<file path="src/rtl/clock_div_prog_if.sv">
// Divisor write bus for clock_div_prog: one-cycle strobe, target channel and new half-period value.
interface clock_div_prog_if #(
    parameter int CH_W  = 2,
    parameter int CNT_W = 16
);
    logic             div_we;
    logic [CH_W-1:0]  div_ch;
    logic [CNT_W-1:0] div_val;

    modport master (output div_we, div_ch, div_val);
    modport slave  (input  div_we, div_ch, div_val);
endinterface

</file>
<file path="src/rtl/clock_div_prog.sv">
// Programmable multi-channel clock divider: shared prescaler plus NUM_CH shadow-buffered channels.
// Optional define CLOCK_DIV_PROG_SYNC_EN adds sync_i, realigning all channels to phase 0.

module clock_div_prog_ch #(
    parameter int CNT_W    = 16,
    parameter int DIV_INIT = 511
) (
    input  logic             clk_sys_i,
    input  logic             rst_i,
    input  logic             en,
    input  logic             base_tick,
`ifdef CLOCK_DIV_PROG_SYNC_EN
    input  logic             sync,
`endif
    input  logic             wr,
    input  logic [CNT_W-1:0] wr_val,
    output logic             clk_q,
    output logic             tick_q
);
    logic [CNT_W-1:0] act, shd, cnt;
    logic [CNT_W-1:0] nxt_act;

    // A write landing in the reload cycle bypasses the shadow so it is not lost for a full period
    assign nxt_act = wr ? wr_val : shd;

    always_ff @(posedge clk_sys_i) begin
        if (rst_i) begin
            act    <= CNT_W'(DIV_INIT);
            shd    <= CNT_W'(DIV_INIT);
            cnt    <= '0;
            clk_q  <= 1'b0;
            tick_q <= 1'b0;
        end else begin
            tick_q <= 1'b0;
            if (wr) shd <= wr_val;
`ifdef CLOCK_DIV_PROG_SYNC_EN
            if (sync) begin
                cnt   <= '0;
                clk_q <= 1'b0;
                act   <= nxt_act;
            end else
`endif
            if (!en) begin
                cnt   <= '0;
                clk_q <= 1'b0;
                if (wr) act <= wr_val;
            end else if (base_tick) begin
                if (cnt == act) begin
                    cnt    <= '0;
                    clk_q  <= ~clk_q;
                    tick_q <= ~clk_q;
                    act    <= nxt_act;
                end else begin
                    cnt <= cnt + 1'b1;
                end
            end
        end
    end
endmodule

module clock_div_prog #(
    parameter int FREQ_SYSCLK = 25_000_000,
    parameter int TICK_HZ     = 1024,
    parameter int NUM_CH      = 4,
    parameter int CNT_W       = 16,
    parameter int DIV_INIT    = 511
) (
    input  logic              clk_sys_i,
    input  logic              rst_i,
    input  logic [NUM_CH-1:0] ch_en_i,
`ifdef CLOCK_DIV_PROG_SYNC_EN
    input  logic              sync_i,
`endif
    clock_div_prog_if.slave   div_if,
    output logic [NUM_CH-1:0] clk_o,
    output logic [NUM_CH-1:0] tick_o,
    output logic              base_tick_o
);
    localparam int PRE_DIV = FREQ_SYSCLK / TICK_HZ;
    localparam int PRE_W   = (PRE_DIV > 2) ? $clog2(PRE_DIV) : 1;
    localparam int CH_W    = (NUM_CH > 1) ? $clog2(NUM_CH) : 1;

    logic [PRE_W-1:0] pre;
    logic             base_tick_q;

    // Tick flag is registered one count early so it is high exactly while pre == PRE_DIV-1
    always_ff @(posedge clk_sys_i) begin
        if (rst_i) begin
            pre         <= '0;
            base_tick_q <= 1'b0;
        end else
`ifdef CLOCK_DIV_PROG_SYNC_EN
        if (sync_i) begin
            pre         <= '0;
            base_tick_q <= 1'b0;
        end else
`endif
        begin
            pre         <= (pre == PRE_W'(PRE_DIV - 1)) ? '0 : pre + 1'b1;
            base_tick_q <= (pre == PRE_W'(PRE_DIV - 2));
        end
    end

    assign base_tick_o = base_tick_q;

    // Out-of-range channel numbers simply match no decoder
    for (genvar i = 0; i < NUM_CH; i++) begin : g_ch
        clock_div_prog_ch #(
            .CNT_W    (CNT_W),
            .DIV_INIT (DIV_INIT)
        ) u_ch (
            .clk_sys_i (clk_sys_i),
            .rst_i     (rst_i),
            .en        (ch_en_i[i]),
            .base_tick (base_tick_q),
`ifdef CLOCK_DIV_PROG_SYNC_EN
            .sync      (sync_i),
`endif
            .wr        (div_if.div_we && (div_if.div_ch == CH_W'(i))),
            .wr_val    (div_if.div_val),
            .clk_q     (clk_o[i]),
            .tick_q    (tick_o[i])
        );
    end
endmodule
</file>
<file path="src/flat_wrapper.sv">
// flat-port wrapper written by rule: the top's interface ports become plain ports
module clock_div_prog_flat 
#(
    parameter int FREQ_SYSCLK = 25_000_000,
    parameter int TICK_HZ     = 1024,
    parameter int NUM_CH      = 4,
    parameter int CNT_W       = 16,
    parameter int DIV_INIT    = 511
)
  (clk_sys_i, rst_i, ch_en_i, clk_o, tick_o, base_tick_o, div_if_div_we, div_if_div_ch, div_if_div_val);
  clock_div_prog_if #(.CNT_W(CNT_W)) div_if_i ();
  input  logic clk_sys_i;
  input  logic rst_i;
  input  logic [NUM_CH-1:0] ch_en_i;
  output logic [NUM_CH-1:0] clk_o;
  output logic [NUM_CH-1:0] tick_o;
  output logic base_tick_o;
  input wire logic [$bits(div_if_i.div_we)-1:0] div_if_div_we;
  input wire logic [$bits(div_if_i.div_ch)-1:0] div_if_div_ch;
  input wire logic [$bits(div_if_i.div_val)-1:0] div_if_div_val;
  assign div_if_i.div_we = div_if_div_we;
  assign div_if_i.div_ch = div_if_div_ch;
  assign div_if_i.div_val = div_if_div_val;
  clock_div_prog #(.FREQ_SYSCLK(FREQ_SYSCLK), .TICK_HZ(TICK_HZ), .NUM_CH(NUM_CH), .CNT_W(CNT_W), .DIV_INIT(DIV_INIT)) u_core (.clk_sys_i(clk_sys_i), .rst_i(rst_i), .ch_en_i(ch_en_i), .div_if(div_if_i), .clk_o(clk_o), .tick_o(tick_o), .base_tick_o(base_tick_o));
endmodule
</file>
<file path="config.mk">
export PLATFORM = sky130hd
export DESIGN_NAME = clock_div_prog_flat
export DESIGN_NICKNAME = d
export VERILOG_FILES = /design/src/rtl/clock_div_prog_if.sv /design/src/rtl/clock_div_prog.sv /design/src/flat_wrapper.sv
export SDC_FILE = /design/constraint.sdc
export NUM_CORES = 1
export LEC_CHECK = 0
export ABC_AREA = 1
export BUFFER_PORTS_ARGS = -buffer_cell sky130_fd_sc_hd__clkbuf_2
export CAP_MARGIN = 20
export CORE_MARGIN = 2
export CORE_UTILIZATION = 63
export CTS_CLUSTER_DIAMETER = 100
export CTS_CLUSTER_SIZE = 28
export DETAILED_ROUTE_END_ITERATION = 10
export GPL_ROUTABILITY_DRIVEN = 0
export GPL_TIMING_DRIVEN = 0
export PLACE_DENSITY_LB_ADDON = 0.05
export SYNTH_ARGS = -nofsm -noshare
export SYNTH_HDL_FRONTEND = slang
export SYNTH_SLANG_ARGS = --single-unit
</file>
<file path="constraint.sdc">
create_clock -name clk_sys_i -period 1.65 [get_ports clk_sys_i]
set_input_delay 0 -clock clk_sys_i [delete_from_list [all_inputs] [get_ports clk_sys_i]]
set_output_delay 0 -clock clk_sys_i [all_outputs]
set_load 0.1 [all_outputs]
</file>
Yosys cells after proc, flatten, opt, wreduce, memory -nomap -nowiden:

Index checks and enable logic that the tools add are counted.

* flip-flop bits (word level): 216
* input port bits: 25
* output and inout port bits: 9
* logic and storage cells: 107

* $add $sub $neg: 5
* eq/ne operators: 17
* mux-type cells: 24
* bitwise operators: 13
* reductions and logical operators: 26

Operators by type and width (count)
* 2-to-1 mux 16 bit: 24
* adder 16 x 1 -> 16 bit, second input constant: 4
* == test 16 bit: 4
* == test 15 bit, second input constant: 2
* inequality test 2 x 1 -> 1 bit, second input constant: 8
* OR reduction 4 bit: 4
* adder 15 x 1 -> 15 bit, second input constant: 1
* inverter 1 bit: 13
* AND reduction 3 bit: 4
* OR reduction 2 bit: 5
* AND reduction 2 bit: 4
* nonzero test 2 bit: 4
* == test 2 bit, second input constant: 2
* logical AND 1 bit: 4
* == test 2 x 1 -> 1 bit, second input constant: 1
* zero test 2 bit: 1

Longest topological paths before layout:

Gate-level depths: netlist of run 1.

* word-level depth: 6
* mapped depth: 12
* mapped depth without buffers: 11

Hierarchy:

A second synthesis of run 1 with hierarchy kept.

* cells, all modules: 1701
* area total of the unflattened synthesis: 11633.7 µm²

By module, submodules not included
* clock_div_prog_ch: instances 4, cells each 393, area each 2686.3 µm², seq. area each 1001.0 µm²
* clock_div_prog: instances 1, cells each 129, area each 888.4 µm², seq. area each 320.3 µm²

Least setup slack after synthesis of run 1:

No wires, ideal clock.

* path kind: register to register
* start point: reg u_core.base_tick_q, in the netlist u_core.base_tick_o
* end point: reg u_core.g_ch[1].u_ch.cnt[9]
* library setup time: 0.114 ns
* data arrival time: 2.096 ns
* required time: 1.536 ns
* path slack: -0.561 ns
* stages on the path, launching flop included: 9
* buffers on the path: 2
* period minus slack after synthesis: 2.211 ns
* cells stage by stage: dfxtp_1 > buf_6 > inv_4 > buf_6 > nor4_4 > nand2_1 > nor2_1 > xor2_1 > nor2_1

RTL lines
* start: declaration: line clock_div_prog.sv:84 `logic base_tick_q;`
* start signal: assignment: line clock_div_prog.sv:100 `base_tick_q <= (pre == PRE_W'(PRE_DIV - 2));`
* end signal: assignment: line clock_div_prog.sv:54 `cnt <= cnt + 1'b1;`
* end: declaration: line clock_div_prog.sv:20 `logic [CNT_W-1:0] act, shd, cnt;`

==> results of run 1 <==
==> per-layer routing <==
layer,global-route usage,up-vias,wire length [um]
met2,0.4964,286,13970
met5,0,-,0
li1,-,5413,-
met1,0.3940,4966,13190
met3,0.02723,55,1297
met4,0.08190,0,848
==> metrics by stage <==
step	worst slack (ns)	util	power, mW	hold WS, ns
final	-0.004716	0.7524	9.491	0.03981
after global routing	-0.07492	0.7524	9.828	0.06281
after CTS	0.004124	0.7004	9.435	0.005861
after detailed placement	-0.2600	0.6681	6.557	0.4429
after global placement	-0.2394	0.6681	6.531	0.4376
after floorplan	-0.03537	-	6.284	0.1578
==> layout make-up <==
type                            count  area (um^2)
Buffer                             73        450.4
Sequential cell                   216         4508
Multi-Input combinational cell   1199         6222
Clock buffer                       12        279.0
Timing Repair Buffer               71        574.3
Tap cell                          225        281.5
Antenna cell                        1        2.502
Clock inverter                      2        12.51
Fill cell                        1368         4283
Inverter                          178        683.2
==> report_power, final <==
| group | total, mW | internal (mW) | switching [mW] |
|---|---|---|---|
| clock | 2.93 | 1.23 | 1.70 |
| combinational | 1.14 | 0.405 | 0.734 |
| sequential | 5.42 | 5.32 | 0.0994 |
==> cell usage in the layout, fill, tap and decap left out, types with 27 or more instances in the layout <==
| cell type | n |
|---|---|
| nand2_1 | 470 |
| buf_4 | 59 |
| nor2_1 | 219 |
| nand2_2 | 47 |
| dfxtp_4 | 31 |
| inv_2 | 28 |
| inv_1 | 144 |
| nor3_1 | 27 |
| o21ai_0 | 77 |
| nand3_1 | 113 |
| xor2_1 | 34 |
| clkbuf_1 | 40 |
| dfxtp_1 | 131 |
| mux2i_1 | 54 |
| dfxtp_2 | 54 |
==> worst min-delay path by stage <==
stage	from	endpoint	slack, ns
floorplan	div_if_div_val[9]	u_core.g_ch[0].u_ch.shd[9]$_SDFF_PP0_	0.16
global placement	u_core.g_ch[1].u_ch.shd[0]$_SDFF_PP1_	u_core.g_ch[1].u_ch.shd[0]$_SDFF_PP1_	0.44
detailed placement	u_core.g_ch[1].u_ch.shd[6]$_SDFF_PP1_	u_core.g_ch[1].u_ch.shd[6]$_SDFF_PP1_	0.44
CTS	ch_en_i[1]	u_core.g_ch[1].u_ch.act[15]$_SDFFE_PP0P_	0.006
global route	ch_en_i[1]	u_core.g_ch[1].u_ch.act[13]$_SDFFE_PP0P_	0.06
finish	div_if_div_val[9]	u_core.g_ch[1].u_ch.shd[9]$_SDFF_PP0_	0.04
==> logic make-up after synthesis <==
logic type               Yosys count
multiplexers                      54
AND/OR/NAND/NOR                  989
adder cells (fa/ha/maj)            7
AO/OA/AOI/OAI                    114
XOR/XNOR                          35
buffers and inverters            251
flip-flops                       216
==> registers in the layout (all words and copies together), names as in the netlist <==
name,count
u_core.base_tick_o,1
u_core.g_ch.u_ch.act,64
u_core.g_ch.u_ch.clk_q,4
u_core.g_ch.u_ch.cnt,64
u_core.g_ch.u_ch.shd,64
u_core.g_ch.u_ch.tick_q,4
u_core.pre,15
==> repair_timing <==
item	4_1_cts	5_1_grt
gates cloned	0	6
hold endpoints to repair	9	0
pin swaps	6	61
resized for setup	57	222
hold buffers	2	0
setup endpoints to repair	119	126
buffers inserted	9	37
==> tightest hold or removal path, stage by stage <==
cell and delay, ns:
clkbuf_2 0.25, mux2i_1 0.14, nor2_1 0.08
==> flow_summary.ini, run 1 <==
[run_status]
status = finished, violations left
violations = negative setup slack

[worst_setup_path]
end_kind = flop
cp.depth = 8
cp_common_cell = buf_12
rrSetupSlack_ns = -0.005
ff2ff_path_depth = 8
required_ns = 2.04
crit_arrival_ns = 2.05
rr_endpoint = u_core.g_ch[0].u_ch.cnt[14]$_SDFFE_PP0P_
crit_chain = buf_12 -> inv_8 -> buf_12 -> nor3_2 -> nand4_1 -> nor2_2 -> a21oi_2 -> nor3_1
cp_top_family = simple AND/OR/NAND/NOR gates
crit_path_end = u_core.g_ch[0].u_ch.cnt[14]$_SDFFE_PP0P_
path_max_fanout = 5
crit_slowest_cell = dfxtp_4
regToRegStartpoint = u_core.base_tick_o$_SDFF_PP0_
path_class = flop to flop
cp-startpoint = u_core.base_tick_o$_SDFF_PP0_
path_buf_inv = 3
max_stage_delay_ns = 0.41
startpoint_type = flop

[run]
max_cap_viol_count = 0

[synthesis]
ys_ff_latch = 216
syn_nets = 1698
ys_seq_area_frac = 0.3869
ys_top_cells_by_area = dfxtp_1 39%, nand2_1 17%, nor2_1 8.1%, inv_1 5.4%, nand3_1 5.4%
muxShareOfSynthArea = 0.04836
synthFlopType = dfxtp_1
synth_top_family_by_area = simple AND/OR/NAND/NOR gates
synth-async-reset-ratio = 0
yosys.area_share.simple = 0.3811
postSynthCellCount = 1666
synthesis.area_mm2 = 0.01118
avgSynthCellArea_um2 = 6.709
synth_edf_count = 0
synth_xor_area_frac = 0.02743
synth_top_cell_area_share = 0.3869
yosys.area.top_type = dfxtp_1
ys_warn_count = 0
synthAdderAreaFrac = 0.007836
yosys-top-cells-count = 520 x nand2_1, 242 x nor2_1, 216 x dfxtp_1
synth_most_common_cell = nand2_1
synth_compound_area_frac = 0.05317
yosysUniqueCellTypes = 43

[clock_tree]
root_buffer = clkbuf_16
cts_buffer_depth = 3
clkLatencyLatePin_ns = 0.47
path_clk_slew_ns = 0.11
h-tree-depth = 1
cts_tree = yes
cts.sinks = 216
cts_buffers = 11

[die]
core.rowCount = 48
start_util = 0.6462
dieWidth_um = 137.2
die_area_mm2 = 0.01882
core_mm2 = 0.01730
die_h_um = 137.2
io_pins = 34

[grt]
grt_max_degree = 30
grt_pass1_vias = 9119
overflow = 0
grt_use_total = 0.2912
grt_pass1_wl_um = 44110
antenna_found_initial = 1

[route]
routed_via_density = 5.422
drt-wirelength-per-cell_um = 14.83
vias = 10720
drc = 0
wirelength_um = 29310
drtAntennaViolNets = 0
drt_first_pass_iters = 5
drtIter0Drc = 886

[timing]
clock.fmax_mhz = 604.3
finalSetupViolations = 3
fin_ws_ns = -0.004716
drv_slew = 0
hold_viol = 0
rsz0062_at_grt = yes
finalCriticalPeriod_ns = 1.655
finClkSkew_ns = 0.008238
slew_headroom = 0.5334
tightest_slew_ns = 0.6999
fin_crit_sh = 1.003
setup_tns_ns = -0.006519

[placement]
hpwlAfterDp_um = 20240
dp.cells = 1908
place_area_mm2 = 0.01156
io_buffers = 17

[finish]
drive_gt1_frac = 0.2085
fin_nets = 1782
syn_to_final_growth_pct = 16.43
fin_cells = 1977
final_cell_area_mm2 = 0.01301

[power_and_ir_drop]
ir_drop_mv = 0.6720
p_per_area_mw_per_mm2 = 729.3
power_leakage_nw = 6.188

[worst_hold_path]
hold_depth = 3
hp-class = input pin to flop
No activity file was read; power rests on OpenSTA's default activity.
==> inputs of run 2 (changes only) <==
--- a/config.mk
+++ b/config.mk
@@ -15,7 +15,7 @@
 export DETAILED_ROUTE_END_ITERATION = 10
 export GPL_ROUTABILITY_DRIVEN = 0
 export GPL_TIMING_DRIVEN = 0
-export PLACE_DENSITY_LB_ADDON = 0.05
+export PLACE_DENSITY = 0.81
 export SYNTH_ARGS = -nofsm -noshare
 export SYNTH_HDL_FRONTEND = slang
 export SYNTH_SLANG_ARGS = --single-unit
==> flow_summary.ini, run 2 (synthesis results as in run 1) <==
[placement]
place_area_mm2 = 0.01156
io_buffers = 17
hpwlAfterDp_um = 19700
dp.cells = 1908

[power_and_ir_drop]
switching_share = 0.2662
p_int_mw = 7.014
power_leakage_nw = 6.275
p_per_area_mw_per_mm2 = 723.0
power_frac_comb = 0.127
seqPwrFrac = 0.568
total_power_mw = 9.558
ir_drop_mv = 0.9110
clkPwrFrac = 0.305
power_switching_mw = 2.544

[worst_setup_path]
rr_endpoint = u_core.g_ch[3].u_ch.act[0]$_SDFFE_PP1P_
path_max_fanout = 7
required_ns = 2.00
cp_common_cell = nand2_1
max_stage_delay_ns = 0.40
crit_chain = inv_1 -> nand2_1 -> nand2_1 -> nor2_1 -> nand2_1 -> nor2_2 -> nand3_4 -> nand2_8 -> nand2_8 -> clkbuf_16 -> nand2_4 -> nand3_2
crit_arrival_ns = 2.06
crit_slowest_cell = dfxtp_2
path_buf_inv = 2
ff2ff_path_depth = 12
regToRegStartpoint = u_core.g_ch[3].u_ch.act[8]$_SDFFE_PP1P_
cp_top_family = simple AND/OR/NAND/NOR gates
path_class = flop to flop
startpoint_type = flop
rrSetupSlack_ns = -0.06
end_kind = flop

[run_status]
violations = negative setup slack
status = finished, violations left

[worst_hold_path]
holdPathEnd = u_core.g_ch[1].u_ch.shd[15]$_SDFF_PP0_
hp-start = div_if_div_val[15]
hp-class = input pin to flop
hold_depth = 3

[die]
die_h_um = 137.2
core.rowCount = 48
io_pins = 34
core_mm2 = 0.01730
die_area_mm2 = 0.01882
dieWidth_um = 137.2
start_util = 0.6462

[clock_tree]
cts.sinks = 216
cts_tree = yes
cts_buffer_depth = 3
cts_buffers = 11
path_clk_slew_ns = 0.11
h-tree-depth = 1
root_buffer = clkbuf_16
clkLatencyLatePin_ns = 0.47

[timing]
tightest_slew_ns = 0.7622
fin_crit_sh = 1.037
finClkSkew_ns = 0.01028
fin_ws_ns = -0.06089
hold_slack_ns = 0.05631
finalSetupViolations = 13
hold_viol = 0
drv_slew = 0
rsz0062_at_grt = yes
clock.fmax_mhz = 584.5
finalCriticalPeriod_ns = 1.711
slew_headroom = 0.4919

[grt]
antenna_found_initial = 1
grt_use_total = 0.2845
grt_pass1_vias = 9157
overflow = 0
grt_max_degree = 30
grt_pass1_wl_um = 43060

[finish]
multi_input_area_mm2 = 0.006344
most-common-layout-cells = 469 x nand2_1, 213 x nor2_1, 145 x inv_1
final_common_cell = nand2_1
drive_gt1_frac = 0.2242
num-fill-cells = 1328
syn_to_final_growth_pct = 18.29
fin_cells = 1983
fin_nets = 1787
top_regs = u_core.g_ch.u_ch.act x64, u_core.g_ch.u_ch.cnt x64, u_core.g_ch.u_ch.shd x64
regArea_mm2 = 0.004531
final_cell_area_mm2 = 0.01322

[route]
drt-wirelength-per-cell_um = 14.75
drt_first_pass_iters = 5
wirelength_um = 29250
routed_via_density = 5.342
drtIter0Drc = 623
vias = 10590
drc = 0
drtAntennaViolNets = 0

[run]
max_cap_viol_count = 0
run 2: worst max-delay path by stage:
| stage | start | end | slack [ns] | cells after the start |
|---|---|---|---|---|
| 5_1_grt | u_core.g_ch[3].u_ch.cnt[14]$_SDFFE_PP0P_ | u_core.g_ch[3].u_ch.act[5]$_SDFFE_PP1P_ | -0.16 | 12 |
| 4_1_cts | u_core.g_ch[2].u_ch.cnt[1]$_SDFFE_PP0P_ | u_core.g_ch[2].u_ch.act[5]$_SDFFE_PP1P_ | 0.001 | 12 |
| 3_5_place_dp | u_core.base_tick_o$_SDFF_PP0_ | u_core.g_ch[3].u_ch.cnt[5]$_SDFFE_PP0P_ | -0.24 | 6 |
| 2_1_floorplan | u_core.base_tick_o$_SDFF_PP0_ | u_core.g_ch[1].u_ch.cnt[9]$_SDFFE_PP0P_ | -0.04 | 8 |
| 6_report | u_core.g_ch[3].u_ch.act[8]$_SDFFE_PP1P_ | u_core.g_ch[3].u_ch.act[0]$_SDFFE_PP1P_ | -0.06 | 12 |
| 3_3_place_gp | u_core.base_tick_o$_SDFF_PP0_ | u_core.g_ch[0].u_ch.cnt[13]$_SDFFE_PP0P_ | -0.24 | 9 |
run 2: routing by layer:
| metal | wire length [um] | global-route usage | vias to the layer above |
|---|---|---|---|
| met3 | 1543 | 0.02907 | 71 |
| met4 | 1373 | 0.1151 | 0 |
| met5 | 0 | 0 | - |
| met1 | 12360 | 0.3608 | 4830 |
| li1 | - | - | 5395 |
| met2 | 13970 | 0.4956 | 298 |
run 2: power by group through the flow:
stage / clock [mW] / sequential (mW) / combinational (mW)
6_report: 2.92 / 5.43 / 1.21
5_1_grt: 3.11 / 5.45 / 1.34
4_1_cts: 2.94 / 5.44 / 1.01
3_5_place_dp: 0 / 5.56 / 0.982
3_3_place_gp: 0 / 5.56 / 0.961
2_1_floorplan: 0 / 5.53 / 0.752
run 2: worst min-delay path: stages:
cell and delay (ns):
clkbuf_1 0.21, mux2i_1 0.22, nor2_1 0.06
run 2: layout make-up:
class                           instances  area share
Antenna cell                            1   0.0001893
Buffer                                 73     0.03558
Clock buffer                           14     0.02167
Clock inverter                          1   0.0006624
Inverter                              178     0.05167
Multi-Input combinational cell       1199      0.4798
Sequential cell                       216      0.3427
Tap cell                              225     0.02129
Timing Repair Buffer                   76     0.04647
run 2: repair_timing:
item	in CTS	in global routing
hold endpoints to repair	13	0
pin swaps	5	79
setup endpoints to repair	120	126
gates cloned	0	5
resized for setup	44	277
hold buffers	4	0
buffers inserted	10	40
run 2: metrics by stage:
stage / utilization / TNS (ns) / setup WS, ns
CTS: 0.6986 / 0 / 0.001275
detailed placement: 0.6681 / -11.41 / -0.2406
global placement: 0.6681 / -9.241 / -0.2362
finish: 0.7644 / -0.4032 / -0.06089
floorplan: - / -0.07614 / -0.03537
global route: 0.7643 / -4.003 / -0.1604
